`src/rtl/wb_arbiter_pkg.sv`:
```
// rtl/wb_arbiter_pkg.sv - shared widths, writeback entry type and rd one-hot helper
package wb_arbiter_pkg;

    localparam int XLEN           = 64;
    localparam int REG_ADDR_WIDTH = 5;

    typedef struct packed {
        logic [REG_ADDR_WIDTH-1:0] rd;
        logic [XLEN-1:0]           data;
    } wb_entry_t;

    // x0 is never a real destination, so its bit is forced low
    function automatic logic [31:0] rd_onehot(input logic [REG_ADDR_WIDTH-1:0] rd);
        logic [31:0] m;
        m     = 32'd0;
        m[rd] = 1'b1;
        m[0]  = 1'b0;
        return m;
    endfunction

endpackage

```
`src/rtl/wb_arbiter_if.sv`:
```
// rtl/wb_arbiter_if.sv - fast/slow result inputs and regfile write-port bundle
interface wb_arbiter_if;
    import wb_arbiter_pkg::*;

    logic                      fast_valid;
    logic [REG_ADDR_WIDTH-1:0] fast_rd;
    logic [XLEN-1:0]           fast_data;
    logic                      fast_stall;
    logic                      slow_valid;
    logic                      slow_ready;
    logic [REG_ADDR_WIDTH-1:0] slow_rd;
    logic [XLEN-1:0]           slow_data;
    logic                      rd_wen;
    logic [REG_ADDR_WIDTH-1:0] rd_addr;
    logic [XLEN-1:0]           rd_data;
    logic [31:0]               busy_mask;

    modport master (
        output fast_valid, fast_rd, fast_data, slow_valid, slow_rd, slow_data,
        input  fast_stall, slow_ready, rd_wen, rd_addr, rd_data, busy_mask
    );

    modport slave (
        input  fast_valid, fast_rd, fast_data, slow_valid, slow_rd, slow_data,
        output fast_stall, slow_ready, rd_wen, rd_addr, rd_data, busy_mask
    );

endinterface

```
`src/rtl/wb_fifo.sv`:
```
// rtl/wb_fifo.sv - synchronous slow-result FIFO exposing per-entry valid and rd
module wb_fifo
    import wb_arbiter_pkg::*;
#(
    parameter int DEPTH = 4
) (
    input  logic                                 clk,
    input  logic                                 rst,
    input  logic                                 push,
    input  wb_entry_t                            push_entry,
    input  logic                                 pop,
    output wb_entry_t                            head,
    output logic [$clog2(DEPTH):0]               count,
    output logic                                 full,
    output logic                                 empty,
    output logic [DEPTH-1:0]                     ent_valid,
    output logic [DEPTH-1:0][REG_ADDR_WIDTH-1:0] ent_rd
);

    localparam int PW = $clog2(DEPTH);

    wb_entry_t [DEPTH-1:0] mem_q, mem_d;
    logic [PW-1:0]         wr_ptr_q, wr_ptr_d, rd_ptr_q, rd_ptr_d;
    logic [PW:0]           count_q, count_d;

    always_comb begin
        mem_d    = mem_q;
        wr_ptr_d = wr_ptr_q;
        rd_ptr_d = rd_ptr_q;
        count_d  = count_q;
        if (push) begin
            mem_d[wr_ptr_q] = push_entry;
            wr_ptr_d        = wr_ptr_q + PW'(1);
        end
        if (pop) begin
            rd_ptr_d = rd_ptr_q + PW'(1);
        end
        case ({push, pop})
            2'b10:   count_d = count_q + (PW+1)'(1);
            2'b01:   count_d = count_q - (PW+1)'(1);
            default: count_d = count_q;
        endcase
    end

    always_ff @(posedge clk) begin
        if (rst) begin
            wr_ptr_q <= '0;
            rd_ptr_q <= '0;
            count_q  <= '0;
        end else begin
            mem_q    <= mem_d;
            wr_ptr_q <= wr_ptr_d;
            rd_ptr_q <= rd_ptr_d;
            count_q  <= count_d;
        end
    end

    // A slot is live when its distance from the read pointer is below the occupancy
    always_comb begin
        for (int i = 0; i < DEPTH; i++) begin
            ent_valid[i] = {1'b0, PW'(i) - rd_ptr_q} < count_q;
            ent_rd[i]    = mem_q[i].rd;
        end
    end

    assign head  = mem_q[rd_ptr_q];
    assign count = count_q;
    assign full  = (count_q == (PW+1)'(DEPTH));
    assign empty = (count_q == '0);

endmodule

```
`src/rtl/wb_arbiter.sv`:
```
// rtl/wb_arbiter.sv - writeback arbiter: fast path wins, slow results buffered and drained when idle
// Optional WB_PERF_EN adds perf_stall_cycles / perf_x0_drops counters.
module wb_arbiter
    import wb_arbiter_pkg::*;
#(
    parameter int FIFO_DEPTH   = 4,
    parameter int STARVE_LIMIT = 8
) (
    input  logic              clk,
    input  logic              rst,
    wb_arbiter_if.slave       bus
`ifdef WB_PERF_EN
    ,
    output logic [31:0]       perf_stall_cycles,
    output logic [31:0]       perf_x0_drops
`endif
);

    localparam int SW = $clog2(STARVE_LIMIT + 1);
    localparam int CW = $clog2(FIFO_DEPTH) + 1;

    wb_entry_t                                 fifo_head, sel_entry, wb_q, wb_d;
    logic [CW-1:0]                             fifo_count;
    logic                                      fifo_full, fifo_empty;
    logic [FIFO_DEPTH-1:0]                     ent_valid;
    logic [FIFO_DEPTH-1:0][REG_ADDR_WIDTH-1:0] ent_rd;
    logic                                      push, pop, sel_valid, slow_ready;
    logic                                      rd_wen_q, rd_wen_d;
    logic                                      fast_stall_q, fast_stall_d;
    logic [SW-1:0]                             starve_cnt_q, starve_cnt_d;
    logic [31:0]                               busy;

    assign slow_ready = !fifo_full && !rst;
    assign push       = bus.slow_valid && slow_ready;

    wb_fifo #(.DEPTH(FIFO_DEPTH)) u_fifo (
        .clk        (clk),
        .rst        (rst),
        .push       (push),
        .push_entry ('{rd: bus.slow_rd, data: bus.slow_data}),
        .pop        (pop),
        .head       (fifo_head),
        .count      (fifo_count),
        .full       (fifo_full),
        .empty      (fifo_empty),
        .ent_valid  (ent_valid),
        .ent_rd     (ent_rd)
    );

    always_comb begin
        sel_valid = 1'b0;
        pop       = 1'b0;
        sel_entry = fifo_head;
        if (bus.fast_valid) begin
            sel_valid      = 1'b1;
            sel_entry.rd   = bus.fast_rd;
            sel_entry.data = bus.fast_data;
        end else if (!fifo_empty) begin
            sel_valid = 1'b1;
            pop       = 1'b1;
        end
        rd_wen_d = sel_valid && (sel_entry.rd != '0);
        wb_d     = rd_wen_d ? sel_entry : wb_q;
    end

    // Counter saturates at the limit; it only needs to tell "reached" from "not yet"
    always_comb begin
        starve_cnt_d = '0;
        if ((fifo_count != '0) && bus.fast_valid) begin
            starve_cnt_d = (starve_cnt_q == SW'(STARVE_LIMIT)) ? starve_cnt_q
                                                                : starve_cnt_q + SW'(1);
        end
        fast_stall_d = fast_stall_q;
        if (pop) begin
            fast_stall_d = 1'b0;
        end else if (starve_cnt_q == SW'(STARVE_LIMIT)) begin
            fast_stall_d = 1'b1;
        end
    end

    always_ff @(posedge clk) begin
        if (rst) begin
            rd_wen_q     <= 1'b0;
            wb_q         <= '0;
            fast_stall_q <= 1'b0;
            starve_cnt_q <= '0;
        end else begin
            rd_wen_q     <= rd_wen_d;
            wb_q         <= wb_d;
            fast_stall_q <= fast_stall_d;
            starve_cnt_q <= starve_cnt_d;
        end
    end

    always_comb begin
        busy = 32'd0;
        for (int i = 0; i < FIFO_DEPTH; i++) begin
            if (ent_valid[i]) begin
                busy = busy | rd_onehot(ent_rd[i]);
            end
        end
        if (rd_wen_q) begin
            busy = busy | rd_onehot(wb_q.rd);
        end
    end

    assign bus.slow_ready = slow_ready;
    assign bus.fast_stall = fast_stall_q;
    assign bus.rd_wen     = rd_wen_q;
    assign bus.rd_addr    = wb_q.rd;
    assign bus.rd_data    = wb_q.data;
    assign bus.busy_mask  = busy;

`ifdef WB_PERF_EN
    logic [31:0] stall_cycles_q, stall_cycles_d, x0_drops_q, x0_drops_d;

    always_comb begin
        stall_cycles_d = stall_cycles_q + {31'd0, fast_stall_q};
        x0_drops_d     = x0_drops_q + {31'd0, sel_valid && (sel_entry.rd == '0)};
    end

    always_ff @(posedge clk) begin
        if (rst) begin
            stall_cycles_q <= '0;
            x0_drops_q     <= '0;
        end else begin
            stall_cycles_q <= stall_cycles_d;
            x0_drops_q     <= x0_drops_d;
        end
    end

    assign perf_stall_cycles = stall_cycles_q;
    assign perf_x0_drops     = x0_drops_q;
`endif

endmodule

```
`src/flat_wrapper.sv`:
```
// flat-port wrapper written by rule: the top's interface ports become plain ports
module wb_arbiter_flat import wb_arbiter_pkg::*;
#(
    parameter int FIFO_DEPTH   = 4,
    parameter int STARVE_LIMIT = 8
)
  (clk, rst, bus_fast_valid, bus_fast_rd, bus_fast_data, bus_slow_valid, bus_slow_rd, bus_slow_data, bus_fast_stall, bus_slow_ready, bus_rd_wen, bus_rd_addr, bus_rd_data, bus_busy_mask);
  wb_arbiter_if bus_i ();
  input  logic clk;
  input  logic rst;
  input wire logic [$bits(bus_i.fast_valid)-1:0] bus_fast_valid;
  input wire logic [$bits(bus_i.fast_rd)-1:0] bus_fast_rd;
  input wire logic [$bits(bus_i.fast_data)-1:0] bus_fast_data;
  input wire logic [$bits(bus_i.slow_valid)-1:0] bus_slow_valid;
  input wire logic [$bits(bus_i.slow_rd)-1:0] bus_slow_rd;
  input wire logic [$bits(bus_i.slow_data)-1:0] bus_slow_data;
  output wire logic [$bits(bus_i.fast_stall)-1:0] bus_fast_stall;
  output wire logic [$bits(bus_i.slow_ready)-1:0] bus_slow_ready;
  output wire logic [$bits(bus_i.rd_wen)-1:0] bus_rd_wen;
  output wire logic [$bits(bus_i.rd_addr)-1:0] bus_rd_addr;
  output wire logic [$bits(bus_i.rd_data)-1:0] bus_rd_data;
  output wire logic [$bits(bus_i.busy_mask)-1:0] bus_busy_mask;
  assign bus_i.fast_valid = bus_fast_valid;
  assign bus_i.fast_rd = bus_fast_rd;
  assign bus_i.fast_data = bus_fast_data;
  assign bus_i.slow_valid = bus_slow_valid;
  assign bus_i.slow_rd = bus_slow_rd;
  assign bus_i.slow_data = bus_slow_data;
  assign bus_fast_stall = bus_i.fast_stall;
  assign bus_slow_ready = bus_i.slow_ready;
  assign bus_rd_wen = bus_i.rd_wen;
  assign bus_rd_addr = bus_i.rd_addr;
  assign bus_rd_data = bus_i.rd_data;
  assign bus_busy_mask = bus_i.busy_mask;
  wb_arbiter #(.FIFO_DEPTH(FIFO_DEPTH), .STARVE_LIMIT(STARVE_LIMIT)) u_core (.clk(clk), .rst(rst), .bus(bus_i));
endmodule
```
`config.mk`:
```
export PLATFORM = sky130hd
export DESIGN_NAME = wb_arbiter_flat
export DESIGN_NICKNAME = d
export VERILOG_FILES = /design/src/rtl/wb_arbiter_pkg.sv /design/src/rtl/wb_arbiter_if.sv /design/src/rtl/wb_fifo.sv /design/src/rtl/wb_arbiter.sv /design/src/flat_wrapper.sv
export SDC_FILE = /design/constraint.sdc
export NUM_CORES = 1
export LEC_CHECK = 0
export ABC_AREA = 1
export CAP_MARGIN = 20
export CORE_MARGIN = 2
export CORE_UTILIZATION = 37
export DETAILED_ROUTE_END_ITERATION = 8
export PLACE_DENSITY = 0.69
export REMOVE_ABC_BUFFERS = 1
export SLEW_MARGIN = 0
export SYNTH_ARGS = -nofsm -noshare
export SYNTH_HDL_FRONTEND = slang
export SYNTH_SLANG_ARGS = --single-unit
```
`constraint.sdc`:
```
create_clock -name clk -period 4 [get_ports clk]
set_clock_uncertainty 0.05 [all_clocks]
set_input_delay 0.4 -clock clk [delete_from_list [all_inputs] [get_ports clk]]
set_output_delay 0.4 -clock clk [all_outputs]
set_load 0.03 [all_outputs]
```
**After elaboration in Yosys (flattened, before gate mapping)**

Index checks and enable logic that the tools add are counted.

- Reduce and logical (&&, ||, !) cells: 19
- Order comparisons: 17
- $add $sub $neg: 9
- Equality and inequality tests: 4
- Multiplexer cells: 25
- Bitwise operators: 6

Operators with widths:

| cell | number |
|---|---|
| 276-bit bitwise mux | 1 |
| 69-bit 2-to-1 mux | 3 |
| 32-bit 2-to-1 mux | 5 |
| 69-bit binary-select mux with 2-bit select | 1 |
| 69-bit demux with 2-bit select | 1 |
| 32-bit bitwise OR | 4 |
| 5-bit by 6-bit less-than comparator with 1-bit output (second input constant) | 5 |
| 1-bit demux with 5-bit select | 5 |
| 5-bit by 1-bit >= comparator with 1-bit output (second input constant) | 5 |
| 2-bit by 3-bit less-than comparator with 1-bit output | 4 |
| 1-bit logical AND | 10 |
| 1-bit 2-to-1 mux | 8 |
| 2-bit by 3-bit less-than comparator with 1-bit output (second input constant) | 2 |
| 3-bit one-hot mux with 2 select lines | 1 |
| 5-bit nonzero test | 1 |
| 2-bit by 1-bit adder with 2-bit output (second input constant) | 2 |
| 4-bit by 1-bit adder with 4-bit output (second input constant) | 1 |
| 4-bit == test (second input constant) | 1 |
| 2-bit OR reduction | 2 |
| 1-bit by 2-bit subtractor with 2-bit output (first input constant) | 2 |
| 2-bit subtractor (first input constant) | 2 |
| 3-bit by 1-bit adder with 3-bit output (second input constant) | 1 |
| 3-bit == test (second input constant) | 1 |
| 3-bit zero test | 1 |
| other kinds (9) | 11 |

- Bits of input ports: 142
- Output and inout bits: 104
- Flip-flop bits (word level): 358

**Longest topological paths before layout**

Gate-level depths: netlist (run 1).

- Word-level depth: 13
- Depth in mapped cells: 13

**Modules after synthesis**

From an unflattened synthesis (run 1), not the netlist that was laid out.

- Cell total of the unflattened synthesis: 1403
- Area, all modules: 15541.2 um^2

Modules (own cells, without submodules):

| module | instances | cells an instance | area an instance (um^2) | seq. area each (um^2) |
|---|---|---|---|---|
| wb_fifo | 1 | 661 | 10510.1 | 8428.1 |
| wb_arbiter | 1 | 742 | 5031.1 | 1501.4 |

**Least setup slack after synthesis (run 1)**

No wires, ideal clock.

- Kind: register -> register
- Start: register u_core.u_fifo.count_q[1] (netlist: u_core.u_fifo.count[1])
- End: register u_core.u_fifo.mem_q, in the netlist u_core.u_fifo.ent_rd[0] (enable)
- Slack: -906 ps
- Data required time: 3453 ps
- Buffers on the path: 0
- Library setup time: 497 ps
- Arrival: 4359 ps
- Cell stages (with the launch flop): 5
- Cells stage by stage: dfxtp_1 > inv_1 > a31oi_1 > nand2_1 > nor2_1

- Longest elaborated chain between the ends: 5

RTL lines:

| what | line | RTL |
|---|---|---|
| from (decl) | wb_fifo.sv:24 | `logic [PW:0] count_q, count_d;` |
| from (signal assigned) | wb_fifo.sv:54 | `count_q <= count_d;` |
| 3-bit == test | wb_fifo.sv:68 | `assign full = (count_q == (PW+1)'(DEPTH));` |
| 1-bit zero test | wb_arbiter.sv:33 | `assign slow_ready = !fifo_full && !rst;` |
| 1-bit logical AND | wb_arbiter.sv:33 |  |
| named net bus_slow_ready | flat_wrapper.sv:18 | `output wire logic [$bits(bus_i.slow_ready)-1:0] bus_slow_ready;` |
| 1-bit logical AND | wb_arbiter.sv:34 | `assign push = bus.slow_valid && slow_ready;` |
| 2-bit AND reduction (no line) | -- |  |
| to (signal assigned) | wb_fifo.sv:51 | `mem_q <= mem_d;` |
| to (decl) | wb_fifo.sv:22 | `wb_entry_t [DEPTH-1:0] mem_q, mem_d;` |

The timed path passes the listed nets, and every way through them passes these cells.
A chain may end at the register's enable or synchronous reset.

**Worst setup path after layout (run 1)**

- Start: register u_core.u_fifo.rd_ptr_q[1]
- End: output port bus_busy_mask[24]

- Longest elaborated chain between the ends: 11
- Elaborated cells on any way between the ends: 17

RTL lines:

| what | line | RTL |
|---|---|---|
| from (decl) | wb_fifo.sv:23 | `logic [PW-1:0] wr_ptr_q, wr_ptr_d, rd_ptr_q, rd_ptr_d;` |
| from (signal assigned) | wb_fifo.sv:53 | `rd_ptr_q <= rd_ptr_d;` |
| 1-bit by 2-bit subtractor with 2-bit output | wb_fifo.sv:61 | `ent_valid[i] = {1'b0, PW'(i) - rd_ptr_q} < count_q;` |
| 2-bit by 3-bit less-than comparator with 1-bit output | wb_fifo.sv:61 |  |
| 32-bit 2-to-1 mux | wb_arbiter.sv:98 | `if (ent_valid[i]) begin` |
| 32-bit bitwise OR | wb_arbiter.sv:99 | `busy = busy \| rd_onehot(ent_rd[i]);` |
| 32-bit 2-to-1 mux | wb_arbiter.sv:98 |  |
| 32-bit bitwise OR | wb_arbiter.sv:99 |  |
| 32-bit 2-to-1 mux | wb_arbiter.sv:98 |  |
| 32-bit bitwise OR | wb_arbiter.sv:99 |  |
| 32-bit 2-to-1 mux * | wb_arbiter.sv:98 |  |
| 32-bit bitwise OR | wb_arbiter.sv:103 | `busy = busy \| rd_onehot(wb_q.rd);` |
| 32-bit 2-to-1 mux * | wb_arbiter.sv:102 | `if (rd_wen_q) begin` |
| to (decl) | flat_wrapper.sv:22 | `output wire logic [$bits(bus_i.busy_mask)-1:0] bus_busy_mask;` |

Mark *: on every way between the ends. The rest lies on a longest branch, timed or not.

==> impl_metrics.env, run 1 <==
export IMPL_wl_um=43230
export IMPL_period_share_pct=93.12
export IMPL_die_w_um=210.5
export IMPL_tightest_slew_ns=1.101
export IMPL_post_route_util_pct=47.76
export IMPL_syn_cell_area_mm2=0.01578
export IMPL_die_h_um=210.5
export IMPL_use_met2_pct=30.76
export IMPL_yosys_area_top_type="edfxtp_1"
export IMPL_relSlewSlack_pct=26.61
export IMPL_yosys_warnings=0
export IMPL_wl_per_cell_um=17.76
export IMPL_rsz0062_at_grt="false"
export IMPL_async_flop_share_pct=0
export IMPL_cts_tree="done"
export IMPL_grt_overflow=0
export IMPL_slew_viol_final=0
export IMPL_crit_path_start_kind="flip-flop"
export IMPL_holdBufCountCts=0
export IMPL_avgSynthCellArea_um2=9.641
export IMPL_grt_pass1_wl_um=66590
export IMPL_synthFlopType="edfxtp_1"
export IMPL_crit_fanout=21
export IMPL_area_delta_synth_final_pct=27.22
export IMPL_clkSinkCount=358
export IMPL_viasPerCell=5.199
export IMPL_fin_tns_setup_ns=0
export IMPL_cts_root_buffer="clkbuf_16"
export IMPL_start_util_pct=37.54
export IMPL_hp_class="flip-flop to flip-flop"
export IMPL_synth_area_leaders="edfxtp_1, dfxtp_1, nand2_1, nor2_1, a31oi_1"
export IMPL_peakVddDrop_mv=0.2911
export IMPL_crit_arrival_ns=3.27
export IMPL_syn_inst=1637
export IMPL_grt_pass1_vias=11990
export IMPL_yosysUniqueCellTypes=32
export IMPL_num_rows=75
export IMPL_critPathCaptureType="primary output"
export IMPL_met1_usage_pct=25.44
export IMPL_dpl_hpwl_um=27900
export IMPL_numCtsBuffers=39
export IMPL_synth_common_cells="nand2_1, edfxtp_1, nor2_1, a31oi_1, inv_1"
export IMPL_gp_congestion=0.9670
export IMPL_max_freq_mhz=268.5
export IMPL_leakage_nw=7.382
export IMPL_htree_levels=2
export IMPL_drt_iter0_markers=1216
export IMPL_io_pins=246
export IMPL_p_per_area_mw_per_mm2=607.5
export IMPL_grt_max_degree=106
export IMPL_dieArea_mm2=0.04432
export IMPL_hold_violations=0
export IMPL_clk_latency_ns=0.54
export IMPL_cts_setup_buffers=0
export IMPL_drt_pass1_iter_count=5
export IMPL_yosysMostFrequentCell="nand2_1"
export IMPL_grt_usage_pct=19.13
export IMPL_yosysSeqAreaShare_pct=62.91
export IMPL_ys_ff_latch=358
export IMPL_synth_edf_count=276
export IMPL_synth_top_area_share_pct=52.51
export IMPL_met3_usage_pct=5.125
export IMPL_drc=0
export IMPL_min_period_ns=3.725
export IMPL_grt_busiest_layer="met2"
export IMPL_outcome="finished clean"
export IMPL_clk_pin_slew_ns=0.06
export IMPL_vias=12650
export IMPL_antenna_left=0
export IMPL_drive_gt1_share_pct=7.079
export IMPL_fin_nets=2018
export IMPL_antenna_found_initial=6
export IMPL_clockBufferDepth=3
export IMPL_drv_cap=0
export IMPL_setup_viol=0
export IMPL_crit_type="flip-flop to primary output"
export IMPL_core_area_mm2=0.04204
export IMPL_port_buffers=244
export IMPL_critPathRequiredTime_ns=3.55
[final cells by class]
type,instances,area (um^2)
clock buffers,50,1059
flip-flops and latches,358,9937
fillers,3823,21960
inverters,122,462.9
multi-input cells,1066,5026
clock inverters,20,271.5
diodes,2,5.005
well taps,539,674.4
repair buffers,277,2643
[state kept, by name (all words and copies together), names as in the netlist]
name                    flops
u_core.bus.fast_stall       1
u_core.bus.rd_addr          5
u_core.bus.rd_data         64
u_core.bus.rd_wen           1
u_core.starve_cnt_q         4
u_core.u_fifo.count         3
u_core.u_fifo.ent_rd       20
u_core.u_fifo.mem_q       256
u_core.u_fifo.rd_ptr_q      2
u_core.u_fifo.wr_ptr_q      2
[stage by stage]
stage / cell area, um^2 / hold slack, ns / std cells / total power [mW] / worst slack [ns]
after global placement: 18740 / 0.4130 / 2362 / 8.536 / 0.6925
final: 20080 / 0.4313 / 2434 / 12.20 / 0.2750
after CTS: 20070 / 0.4000 / 2432 / 12.30 / 0.1428
after detailed placement: 18740 / 0.4242 / 2362 / 8.575 / 0.7190
after floorplan: 15370 / 0.4028 / 1546 / 7.127 / -4.133
after global routing: 20070 / 0.4236 / 2432 / 12.85 / 0.02501
[power by group]
part | internal, mW | total [mW] | switching, mW
clock | 2.27 | 3.69 | 1.42
sequential | 4.35 | 4.57 | 0.221
combinational | 1.37 | 3.94 | 2.57
total | 7.98 | 12.2 | 4.21
[metal layers]
| layer | wire length [um] | share of wire [%] | vias up |
|---|---|---|---|
| li1 | - | - | 6132 |
| met1 | 18650 | 43 | 5934 |
| met2 | 19750 | 46 | 489 |
| met3 | 3834 | 8.9 | 89 |
| met4 | 938 | 2.2 | 10 |
| met5 | 64 | 0.15 | - |
[repair_timing]
| action | 4_1_cts | 5_1_grt |
|---|---|---|
| resized for setup | 0 | 1 |
| hold endpoints to repair | 0 | 0 |
| setup endpoints to repair | 0 | 2 |
[cell families after synthesis]
family	after synthesis	share of synthesized area, %
AND/OR/NAND/NOR	780	20.01
flip-flops	358	62.91
AO/OA/AOI/OAI	272	10.50
buffers and inverters	213	5.494
adder cells (fa/ha/maj)	12	0.9989
XOR/XNOR	1	0.05550
other	1	0.02376
[layout by cell type, fill, tap and decap left out, types with 3 or more instances in the layout]
| cell type | instances |
|---|---|
| a21oi_1 | 83 |
| a22oi_1 | 32 |
| a31oi_1 | 130 |
| buf_4 | 60 |
| bufinv_16 | 6 |
| clkbuf_1 | 8 |
| clkbuf_16 | 40 |
| clkdlybuf4s50_1 | 215 |
| clkinv_1 | 5 |
| clkinv_2 | 3 |
| dfxtp_1 | 80 |
| edfxtp_1 | 276 |
| ha_1 | 11 |
| inv_1 | 119 |
| nand2_1 | 382 |
| nand3_1 | 95 |
| nand4_1 | 13 |
| nor2_1 | 230 |
| nor2_4 | 4 |
| nor3_1 | 47 |
| o2111ai_1 | 9 |
| o21ai_0 | 12 |
| or2_2 | 4 |
[worst max-delay path, stage by stage, from the launching register on]
cell	delay [ns]
dfxtp_4	0.48
inv_1	0.16
ha_1	0.34
nor2_1	0.04
a22oi_1	0.33
inv_1	0.13
nor2_2	0.32
a22oi_1	0.13
nand3_1	0.13
clkdlybuf4s50_1	0.68
[path summary, 6_finish.rpt]
check	start	endpoint	slack, ns	cells after the start
setup / recovery	u_core.u_fifo.rd_ptr_q[1]	bus_busy_mask[24]	0.28	9
hold / removal	u_core.starve_cnt_q[3]	u_core.starve_cnt_q[3]	0.43	2
setup reg to reg	u_core.u_fifo.rd_ptr_q[0]	u_core.bus.rd_data[26]	0.83	11
hold reg to reg	u_core.starve_cnt_q[3]	u_core.starve_cnt_q[3]	0.43	2
Note: power is estimated with default switching activity, not from simulation.
==> inputs of run 2 (changes only) <==
SETUP_SLACK_MARGIN = 0.05   (was not set)
clock period = 3.4 ns   (was 4 ns; I/O delays follow)
==> run 2 against run 1 <==
  * First-iteration DRC count shrank 16%
  * Non-clock buffer count up 5
  * Final cell count rose by 0.16%
  * Via count up 0.50%
  * Clock power rose by 10%
  * Setup slack better by 0.066 ns
  * Sequential share of layout area barely moved
  * Sequential power grew 18%
  * Utilization barely moved
  * Critical path depth grew 2
  * Critical path type unchanged
  * Worst hold slack worse by 0.050 ns
==> impl_metrics.env, run 2 (synthesized netlist as in run 1, its figures left out) <==
export IMPL_grt_usage_pct=19.28
export IMPL_drv_cap=0
export IMPL_max_freq_mhz=326.9
export IMPL_n_fill_cell=3854
export IMPL_setup_viol=0
export IMPL_start_util_pct=37.54
export IMPL_min_path_cells=1
export IMPL_layout_common_cells="nand2_1, edfxtp_1, nor2_1, clkdlybuf4s50_1, a31oi_1"
export IMPL_crit_fanout=17
export IMPL_wl_per_cell_um=17.73
export IMPL_grt_pass1_wl_um=67210
export IMPL_port_buffers=244
export IMPL_drt_pass1_iter_count=5
export IMPL_clockBufferDepth=3
export IMPL_largest_reg_flops=256
export IMPL_ff2ff_path_depth=8
export IMPL_die_h_um=210.5
export IMPL_min_period_ns=3.059
export IMPL_r2r_start="u_core.u_fifo.rd_ptr_q[1]"
export IMPL_htree_levels=2
export IMPL_cts_tree="done"
export IMPL_io_pins=246
export IMPL_dieArea_mm2=0.04432
export IMPL_antenna_found_initial=2
export IMPL_clk_latency_ns=0.54
export IMPL_rsz0062_at_grt="false"
export IMPL_hp_class="input pin to flip-flop"
export IMPL_crit_arrival_ns=2.67
export IMPL_hold_violations=0
export IMPL_r2r_end="u_core.bus.rd_data[10]"
export IMPL_peakVddDrop_mv=0.4084
export IMPL_drt_iter0_markers=1017
export IMPL_slowest_stage="dfxtp_4"
export IMPL_max_stage_delay_ns=0.48
export IMPL_min_delay_start="bus_slow_data[45]"
export IMPL_grt_max_degree=86
export IMPL_critPathCaptureType="primary output"
export IMPL_cp_cell_sequence="inv_4 -> nand2_1 -> nand2_1 -> ha_1 -> nand3_1 -> and2_1 -> nand2_1 -> nor2_2 -> a22oi_1 -> o2111ai_1 -> buf_4"
export IMPL_drive_gt1_share_pct=8.008
export IMPL_final_common_cell="nand2_1"
export IMPL_cp_num_buf_inv=2
export IMPL_grt_overflow=0
export IMPL_numCtsBuffers=38
export IMPL_clkSinkCount=358
export IMPL_tightest_slew_ns=0.8903
export IMPL_hold_end="u_core.u_fifo.mem_q[252]"
export IMPL_viasPerCell=5.216
export IMPL_dpl_hpwl_um=27620
export IMPL_area_delta_synth_final_pct=27.32
export IMPL_drc=0
export IMPL_vias=12720
export IMPL_top_register="u_core.u_fifo.mem_q"
export IMPL_relSlewSlack_pct=40.65
export IMPL_outcome="finished clean"
export IMPL_r2r_setup_slack_ns=0.41
export IMPL_antenna_left=0
export IMPL_crit_path_start_kind="flip-flop"
export IMPL_core_area_mm2=0.04204
export IMPL_wl_um=43230
export IMPL_num_rows=75
export IMPL_slew_viol_final=0
export IMPL_grt_pass1_vias=12130
export IMPL_fin_nets=2022
export IMPL_cpMostUsedCell="nand2_1"
export IMPL_crit_type="flip-flop to primary output"
export IMPL_gp_congestion=0.9727
export IMPL_critical_path_top_delay_family="simple AND/OR/NAND/NOR gates"
export IMPL_post_route_util_pct=47.80
export IMPL_p_total_mw=14.09
export IMPL_critPathRequiredTime_ns=3.01
export IMPL_period_share_pct=89.98
export IMPL_place_ws_ns=0.4193
export IMPL_holdBufCountCts=0
export IMPL_die_w_um=210.5
export IMPL_cts_root_buffer="clkbuf_16"
export IMPL_p_per_area_mw_per_mm2=701.0
export IMPL_clk_pin_slew_ns=0.06
export IMPL_finalWorstSetupSlack_ns=0.3406
export IMPL_leakage_nw=7.401
-- run 2: changes by cell type in the layout (fill, tap and decap cells not counted), moves of 3 or more --
cell       previous run  this run
nor2_1              230       225
nor2_2                1         6
buf_4                60        63
clkbuf_8              2         9
bufinv_16             6         0
clkinv_1              5         0
-- run 2: worst max path at each step --
stage | startpoint | endpoint | slack (ns) | cells past startpoint
final | u_core.u_fifo.rd_ptr_q[0] | bus_busy_mask[14] | 0.34 | 11
after global routing | u_core.u_fifo.rd_ptr_q[1] | bus_busy_mask[26] | 0.14 | 12
after CTS | u_core.u_fifo.rd_ptr_q[1] | bus_busy_mask[7] | 0.14 | 8
after detailed placement | u_core.u_fifo.rd_ptr_q[1] | u_core.bus.rd_data[19] | 0.42 | 7
after global placement | u_core.u_fifo.rd_ptr_q[1] | u_core.bus.rd_data[19] | 0.44 | 7
after floorplan | u_core.u_fifo.rd_ptr_q[0] | u_core.bus.rd_addr[0] | -4.73 | 11
-- run 2: repair_timing --
action / in CTS / in global routing
setup buffers: 1 / 4
pin swaps: 0 / 0
gates resized for setup: 2 / 7
endpoints found under the setup margin: 23 / 30
-- run 2: report_power, final --
| part | leakage, nW | internal (mW) | switching, mW |
|---|---|---|---|
| Combinational | 3.59 | 1.62 | 3.02 |
| Sequential | 3.19 | 5.12 | 0.268 |
| Clock | 0.623 | 2.41 | 1.65 |
-- run 2: layout make-up --
| type | instances | area, um^2 | area share (%) |
|---|---|---|---|
| antenna | 1 | 2.502 | 0.01245 |
| clock buffer | 60 | 1187 | 5.909 |
| clock inverter | 10 | 68.82 | 0.3425 |
| inverter | 122 | 462.9 | 2.304 |
| multi-input combinational | 1066 | 5054 | 25.15 |
| sequential | 358 | 9937 | 49.45 |
| tap | 539 | 674.4 | 3.356 |
| timing repair buffer | 282 | 2708 | 13.47 |
-- run 2: per-stage QoR --
step | hold slack [ns] | cell area [um^2] | setup TNS [ns] | std cells
after CTS | 0.3462 | 20030 | 0 | 2433
after detailed placement | 0.4236 | 18760 | 0 | 2362
after floorplan | 0.3591 | 15370 | -827.79 | 1546
final | 0.3815 | 20090 | 0 | 2438
after global placement | 0.4126 | 18760 | 0 | 2362
after global routing | 0.3628 | 20090 | 0 | 2438
-- run 2: routing by layer --
layer | vias up | routed length [um] | track usage (%)
met5 | - | 13 | 0
met4 | 2 | 869 | 5.707
met3 | 79 | 3391 | 4.187
met2 | 492 | 20350 | 31.31
met1 | 6018 | 18600 | 26.00
li1 | 6126 | - | -
